### config.mk
export PLATFORM = sky130hd
export DESIGN_NAME = fast_square_rx_framer_flat
export DESIGN_NICKNAME = d
export VERILOG_FILES = /design/src/rtl/fast_square_rx_framer_pkg.sv /design/src/rtl/fast_square_rx_framer_if.sv /design/src/rtl/fast_square_word_emitter.sv /design/src/rtl/fast_square_rx_framer.sv /design/src/flat_wrapper.sv
export SDC_FILE = /design/constraint.sdc
export NUM_CORES = 1
export LEC_CHECK = 0
export ABC_AREA = 1
export CAP_MARGIN = 20
export CORE_MARGIN = 1
export CORE_UTILIZATION = 25
export CTS_CLUSTER_DIAMETER = 150
export DETAILED_ROUTE_END_ITERATION = 8
export PLACE_DENSITY = 0.39
export SLEW_MARGIN = 20
export SYNTH_ARGS = -nofsm -noshare
export SYNTH_HDL_FRONTEND = slang
export SYNTH_SLANG_ARGS = --single-unit
### constraint.sdc
create_clock -name clock -period 4 [get_ports clock]
set_clock_uncertainty 0.15 [all_clocks]
set_input_delay 0.6 -clock clock [delete_from_list [all_inputs] [get_ports clock]]
set_output_delay 0.6 -clock clock [all_outputs]
set_load 0.02 [all_outputs]
### src/rtl/fast_square_rx_framer_pkg.sv
// Shared types and constants for the fast-square RX framer.
package fast_square_rx_framer_pkg;

    typedef enum logic [1:0] {
        HUNT   = 2'd0,
        ARMED  = 2'd1,
        STREAM = 2'd2
    } state_t;

    localparam logic [15:0] MARKER_WORD   = 16'h8000;
    localparam logic [15:0] DEF_HDR_MAGIC = 16'hA5A5;

    // Restart marker: both halves of the pair carry the marker word.
    function automatic logic is_marker(input logic [15:0] i, input logic [15:0] q);
        return (i == MARKER_WORD) && (q == MARKER_WORD);
    endfunction

endpackage

### src/rtl/fast_square_rx_framer_if.sv
// Sample input stream and FIFO write port of the RX framer.
interface fast_square_rx_framer_if;
    logic        data_in_strobe;
    logic [15:0] i_in;
    logic [15:0] q_in;
    logic [15:0] wr_data;
    logic        wr_en;
    logic        wr_full;

    // Environment side: comb chain feeding samples, FIFO reporting full.
    modport master (output data_in_strobe, i_in, q_in, wr_full,
                    input  wr_data, wr_en);
    // Framer side.
    modport slave  (input  data_in_strobe, i_in, q_in, wr_full,
                    output wr_data, wr_en);
endinterface

### src/rtl/fast_square_word_emitter.sv
// One-entry pair buffer plus word sequencer: HDR, count, I, Q (or just I, Q).
// The current word sits in a register; wr_en is that word's valid gated by
// wr_full so a write is never issued into a full FIFO.
module fast_square_word_emitter
    import fast_square_rx_framer_pkg::*;
#(
    parameter logic [15:0] HDR_MAGIC = DEF_HDR_MAGIC
) (
    input  logic        clock,
    input  logic        reset,
    input  logic        load,
    input  logic        load_hdr,
    input  logic        load_last,
    input  logic [15:0] load_i,
    input  logic [15:0] load_q,
    input  logic        abort,
    input  logic [15:0] frame_count,
    input  logic        wr_full,
    output logic [15:0] wr_data,
    output logic        wr_en,
    output logic        busy,
    output logic        frame_done
);

    logic        occ;
    logic [1:0]  idx;      // 0 hdr, 1 count, 2 I, 3 Q
    logic [15:0] buf_i;
    logic [15:0] buf_q;
    logic [15:0] data_q;
    logic        last_q;
    logic        stop_q;
    logic        write;
    logic        stop;
    logic        fin;

    assign write      = occ && !wr_full;
    assign stop       = abort || stop_q;
    // An I already on the bus is always followed by its Q, even when stopping.
    assign fin        = write && ((idx == 2'd3) || (stop && idx != 2'd2));
    // The entry frees as its final word leaves, so a sample may load that cycle.
    assign busy       = occ && !fin;
    assign frame_done = write && (idx == 2'd3) && last_q && !stop;
    assign wr_en      = write;
    assign wr_data    = data_q;

    // Load a new pair, or advance through its words as the FIFO accepts them.
    always_ff @(posedge clock or posedge reset) begin
        if (reset) begin
            occ    <= 1'b0;
            idx    <= 2'd0;
            buf_i  <= '0;
            buf_q  <= '0;
            data_q <= '0;
            last_q <= 1'b0;
            stop_q <= 1'b0;
        end else begin
            if (load) begin
                occ    <= 1'b1;
                buf_i  <= load_i;
                buf_q  <= load_q;
                last_q <= load_last;
                stop_q <= 1'b0;
                idx    <= load_hdr ? 2'd0 : 2'd2;
                data_q <= load_hdr ? HDR_MAGIC : load_i;
            end else if (fin) begin
                occ    <= 1'b0;
                stop_q <= 1'b0;
            end else if (write) begin
                idx <= idx + 2'd1;
                case (idx)
                    2'd0:    data_q <= frame_count;
                    2'd1:    data_q <= buf_i;
                    default: data_q <= buf_q;
                endcase
            end
            if (abort && busy)
                stop_q <= 1'b1;
        end
    end

endmodule

### src/rtl/fast_square_rx_framer.sv
// RX framer: locks on the comb restart marker, then frames sample pairs
// into header-prefixed word runs for the host RX FIFO.
module fast_square_rx_framer
    import fast_square_rx_framer_pkg::*;
#(
    parameter int          FRAME_LEN   = 256,
    parameter int          MIN_MARKERS = 16,
    parameter logic [15:0] HDR_MAGIC   = DEF_HDR_MAGIC
) (
    input  logic                          clock,
    input  logic                          reset,
    fast_square_rx_framer_if.slave        bus,
    input  logic                          clear_overrun,
    output logic                          sync_locked,
    output logic                          overrun,
    output logic [15:0]                   drop_count,
    output logic [15:0]                   frame_count
);

    localparam int SCW = (FRAME_LEN > 1) ? $clog2(FRAME_LEN) : 1;
    localparam int MCW = $clog2(MIN_MARKERS + 1);

    state_t           state;
    logic [MCW-1:0]   mcount;
    logic [SCW-1:0]   scnt;
    logic             hdr_pend;   // sample 0 was dropped; next accepted sample carries the header
    logic             marker;
    logic             sample;
    logic             accept_evt;
    logic             abort;
    logic             first;
    logic             last;
    logic             busy;
    logic             load;
    logic             drop;
    logic             frame_done;

    assign marker     = bus.data_in_strobe && is_marker(bus.i_in, bus.q_in);
    assign sample     = bus.data_in_strobe && !marker;
    assign accept_evt = sample && (state != HUNT);
    assign abort      = marker && (state == STREAM);
    assign first      = (scnt == '0);
    assign last       = (scnt == SCW'(FRAME_LEN - 1));
    assign load       = accept_evt && !busy;
    assign drop       = accept_evt && busy;

    fast_square_word_emitter #(.HDR_MAGIC(HDR_MAGIC)) u_emit (
        .clock       (clock),
        .reset       (reset),
        .load        (load),
        .load_hdr    (first || hdr_pend),
        .load_last   (last),
        .load_i      (bus.i_in),
        .load_q      (bus.q_in),
        .abort       (abort),
        .frame_count (frame_count),
        .wr_full     (bus.wr_full),
        .wr_data     (bus.wr_data),
        .wr_en       (bus.wr_en),
        .busy        (busy),
        .frame_done  (frame_done)
    );

    // Lock FSM with the sample position counter and deferred-header flag.
    always_ff @(posedge clock or posedge reset) begin
        if (reset) begin
            state       <= HUNT;
            mcount      <= '0;
            scnt        <= '0;
            hdr_pend    <= 1'b0;
            sync_locked <= 1'b0;
        end else begin
            case (state)
                HUNT: begin
                    if (marker) begin
                        mcount <= mcount + 1'b1;
                        if (int'(mcount) + 1 >= MIN_MARKERS) begin
                            state       <= ARMED;
                            sync_locked <= 1'b1;
                        end
                    end else if (sample) begin
                        mcount <= '0;
                    end
                end
                ARMED: begin
                    if (sample)
                        state <= STREAM;
                end
                STREAM: begin
                    if (marker) begin
                        state       <= HUNT;
                        mcount      <= MCW'(1);
                        scnt        <= '0;
                        hdr_pend    <= 1'b0;
                        sync_locked <= 1'b0;
                    end
                end
                default: begin
                    state       <= HUNT;
                    sync_locked <= 1'b0;
                end
            endcase
            if (accept_evt) begin
                scnt <= last ? '0 : scnt + 1'b1;
                if (last || load)
                    hdr_pend <= 1'b0;
                else if (first)
                    hdr_pend <= 1'b1;
            end
        end
    end

    // Drop/overrun status and completed-frame counter.
    always_ff @(posedge clock or posedge reset) begin
        if (reset) begin
            overrun     <= 1'b0;
            drop_count  <= '0;
            frame_count <= '0;
        end else begin
            if (drop) begin
                overrun <= 1'b1;
                if (clear_overrun)
                    drop_count <= 16'd1;
                else if (drop_count != 16'hFFFF)
                    drop_count <= drop_count + 16'd1;
            end else if (clear_overrun) begin
                overrun    <= 1'b0;
                drop_count <= '0;
            end
            // A dropped final sample closes its frame at the wrap.
            if (frame_done || (drop && last))
                frame_count <= frame_count + 16'd1;
        end
    end

endmodule

### src/flat_wrapper.sv
// flat-port wrapper written by rule: the top's interface ports become plain ports
module fast_square_rx_framer_flat import fast_square_rx_framer_pkg::*;
#(
    parameter int          FRAME_LEN   = 256,
    parameter int          MIN_MARKERS = 16,
    parameter logic [15:0] HDR_MAGIC   = DEF_HDR_MAGIC
)
  (clock, reset, clear_overrun, sync_locked, overrun, drop_count, frame_count, bus_data_in_strobe, bus_i_in, bus_q_in, bus_wr_full, bus_wr_data, bus_wr_en);
  fast_square_rx_framer_if bus_i ();
  input  logic clock;
  input  logic reset;
  input  logic clear_overrun;
  output logic sync_locked;
  output logic overrun;
  output logic [15:0] drop_count;
  output logic [15:0] frame_count;
  input wire logic [$bits(bus_i.data_in_strobe)-1:0] bus_data_in_strobe;
  input wire logic [$bits(bus_i.i_in)-1:0] bus_i_in;
  input wire logic [$bits(bus_i.q_in)-1:0] bus_q_in;
  input wire logic [$bits(bus_i.wr_full)-1:0] bus_wr_full;
  output wire logic [$bits(bus_i.wr_data)-1:0] bus_wr_data;
  output wire logic [$bits(bus_i.wr_en)-1:0] bus_wr_en;
  assign bus_i.data_in_strobe = bus_data_in_strobe;
  assign bus_i.i_in = bus_i_in;
  assign bus_i.q_in = bus_q_in;
  assign bus_i.wr_full = bus_wr_full;
  assign bus_wr_data = bus_i.wr_data;
  assign bus_wr_en = bus_i.wr_en;
  fast_square_rx_framer #(.FRAME_LEN(FRAME_LEN), .MIN_MARKERS(MIN_MARKERS), .HDR_MAGIC(HDR_MAGIC)) u_core (.clock(clock), .reset(reset), .bus(bus_i), .clear_overrun(clear_overrun), .sync_locked(sync_locked), .overrun(overrun), .drop_count(drop_count), .frame_count(frame_count));
endmodule
==> out/qor.yml <==
outcome: "finished, final reports clean"
clk_latency_ps: 360
rsz0062_at_grt: "no"
synth_top_area_share_pct: 44.92
synth_edf_count: 0
grt_pass1_wl_um: 29500
worstPathMaxFanout: 64
yosysWarnings: 0
start_util_pct: 25.42
wl_per_cell_um: 16.49
ys_top_cells_by_area: "dfrtp_1, nand2_1, nand3_1"
wl_met3_um: 1021
yosysUniqueCellTypes: 40
nets: 861
worstReg2RegStart: "u_core.u_emit.occ$_DFFE_PP0P_"
synth-seq-cells: 103
power_frac_seq_pct: 40.8
hp-start: "u_core.u_emit.buf_q[6]$_DFFE_PP0P_"
hold_buffers: 0
clockBufferDepth: 2
ys_seq_area_share_pct: 44.92
power.switching_mw: 1.075
slew_headroom_pct: 50.36
setup_violations: 0
htree_levels: 3
die_y_um: 153.5
grt_pass1_vias: 5059
cts_resized: 0
p_leak_nw: 3.355
root_buffer: "clkbuf_16"
syn-cell-area_um2: 5738
synthArstFlopShare_pct: 100.0
die-area_um2: 23560
swShare_pct: 35.22
antenna_left: 0
syn_inst: 738
clkSinkCount: 103
tns_ps: 0
r2r_cells: 9
synth_top_area_cell: "dfrtp_1"
num_rows: 55
power.share.clock_pct: 30.1
gp_congestion: 0.7898
via_count: 5244
final_layout_size_suffix_gt1_share_pct: 6.951
clk_pin_slew_worst_paths_ps: 70
grt.total_usage_pct: 16.04
via_per_inst: 4.746
hp-class: "flip-flop to flip-flop"
hold_end: "u_core.u_emit.buf_q[6]$_DFFE_PP0P_"
hold_viol_final: 0
r2r-end: "u_core.u_emit.buf_i[8]$_DFFE_PP0P_"
wl_met1_um: 9140
core_um2: 22570
stdcell_area_um2: 7176
syn_area_per_cell_um2: 7.775
end_kind: "flip-flop"
ir_worst_vdd_v: 0.0001644
top_layer: "met4"
post_cts_buffers: 0
overflow: 0
p_per_area_nw_per_um2: 425.4
area_delta_synth_final_pct: 25.05
worst_pin_slew_ps: 744.6
portBuffers: 87
drv_slew: 0
cp_data_arrival_time_ps: 3190
worstSetupPathType: "primary input to flip-flop"
ff2ff_setup_slack_ps: 1220
ys.flop_type: "dfrtp_1"
fill_cells: 2403
fin_worst_hold_slack_ps: 330.0
power.internal_mw: 1.978
holdPathStages: 2
start_kind: "primary input"
cts_tree: "done"
finalCritPeriodShare_pct: 78.25
max_freq_ghz: 0.3195
cts_made_buffers: 9
ios: 88
pwr-share-comb_pct: 29.1
dpl_cell_area_um2: 6880
maxCapViolCount: 0
min_period_ps: 3130
antennaDiodeCount: 0
die_w_um: 153.5
drt-initial-drc-count: 365
grt_max_degree: 65
dr_wl_met2_um: 7896
wl_um: 18220
synth_nets: 783
drc: 0
crit_required_ps: 4060
dp_hpwl_um: 13000
first_pass_iters: 5
antenna_found_initial: 0
==> cell type report <==
cell class	instances	area [um^2]	share of cell area (%)
Multi-Input combinational cell	534	2723	37.94
Sequential cell	103	2577	35.92
Timing Repair Buffer	96	950.9	13.25
Tap cell	285	356.6	4.969
Inverter	72	272.8	3.801
Clock buffer	9	225.2	3.139
Clock inverter	6	70.07	0.9765
==> power groups by stage <==
stage | Combinational, mW | Clock (mW) | Sequential, mW
global route | 0.966 | 0.995 | 1.26
global placement | 0.890 | 0 | 1.27
detailed placement | 0.889 | 0 | 1.27
finish | 0.889 | 0.920 | 1.24
floorplan | 0.443 | 0 | 1.33
CTS | 0.892 | 0.951 | 1.25
==> metal layers <==
metal  global-route usage (%)  vias up
met4                    3.476        0
met2                    24.09      136
met3                    3.185       12
met1                    23.59     2520
met5                        0        -
li1                         -     2576
==> per-stage QoR <==
step | power [mW] | cells | util [%] | setup slack, ps
6_report | 3.053 | 1105 | 31.79 | 869.9
5_1_grt | 3.223 | 1105 | 31.79 | 593.3
4_1_cts | 3.092 | 1105 | 31.79 | 876.4
3_5_place_dp | 2.159 | 1090 | 30.48 | 506.5
3_3_place_gp | 2.158 | 1090 | 30.48 | 545.2
2_1_floorplan | 1.772 | 738 | - | 546.2
==> cell usage in the layout (no fill, tap or decap), types with 2 or more instances in the layout <==
cell             Yosys  final
a21oi_1             20     20
inv_6                0      2
clkinv_1             2      2
nor3_1               8      8
buf_4                1      8
clkinv_4             0      2
o21ai_1              3      3
clkbuf_16            0      9
dfrtp_1            103    103
o211ai_1             8      8
nand2_4              4      4
inv_2                3      3
nor2_1              61     61
nand2_2              3      3
o221ai_1             7      7
inv_1               67     66
o22ai_1              8      8
clkdlybuf4s50_1      0     87
o21ai_0             11     11
nand4_1             10     10
xnor2_1              2      2
nand3b_1             2      2
ha_1                 8      8
nor3_2               5      5
nand3_2              4      4
nand3_1            132    132
xor2_1              24     24
nand2_1            197    197
or2_2                6      6
==> state kept, by name (all words and copies together) (netlist names) <==
| name | count |
|---|---|
| u_core.frame_count | 16 |
| u_core.u_emit.idx | 2 |
| u_core.u_emit.wr_data | 16 |
| u_core.overrun | 1 |
| u_core.u_emit.stop_q | 1 |
| u_core.scnt | 8 |
| u_core.u_emit.last_q | 1 |
| u_core.u_emit.occ | 1 |
| u_core.state | 2 |
| u_core.u_emit.buf_i | 16 |
| u_core.mcount | 5 |
| u_core.drop_count | 16 |
| u_core.hdr_pend | 1 |
| u_core.u_emit.buf_q | 16 |
| u_core.sync_locked | 1 |
==> synth_stat cells (all sizes together) (12+ instances only) <==
cell,number
nand3,136
a21oi,21
nor2,63
nand4,12
nor3,14
buf,21
dfrtp,103
o21ai,14
nand2,204
inv,70
xor2,24
==> kinds of logic after synthesis <==
family          count (synthesis)  share of synthesized area [%]
buf+inv                       101                          7.632
flops                         103                          44.92
simple gates                  439                          35.19
xor+xnor                       26                          3.969
compound gates                 60                          6.346
mux                             1                         0.1962
fa+ha+maj                       8                          1.745
==> critical path, stage by stage <==
cell and delay (ps):
clkdlybuf4s50_1 570, inv_1 80, nor2_1 100, nand2_1 70
nor2_1 100, nand2_1 70, nor2_2 130, nand3_2 130
nand3_2 110, nand2_4 200, nand2_4 270, nand2_4 410
nor2_1 240, a21oi_1 70
==> worst max path at each step <==
stage	endpoint	slack, ps	startpoint	cells after the start
global route	u_core.u_emit.buf_i[8]$_DFFE_PP0P_	590	bus_i_in[15]	14
CTS	u_core.frame_count[12]$_DFFE_PP0P_	880	bus_i_in[12]	13
detailed placement	u_core.frame_count[12]$_DFFE_PP0P_	510	bus_i_in[12]	13
global placement	u_core.u_emit.buf_i[3]$_DFFE_PP0P_	550	bus_i_in[15]	14
floorplan	u_core.drop_count[0]$_DFFE_PP0P_	550	reset	1
finish	u_core.u_emit.buf_i[8]$_DFFE_PP0P_	870	bus_i_in[15]	14
(Power assumes the default switching activity.)
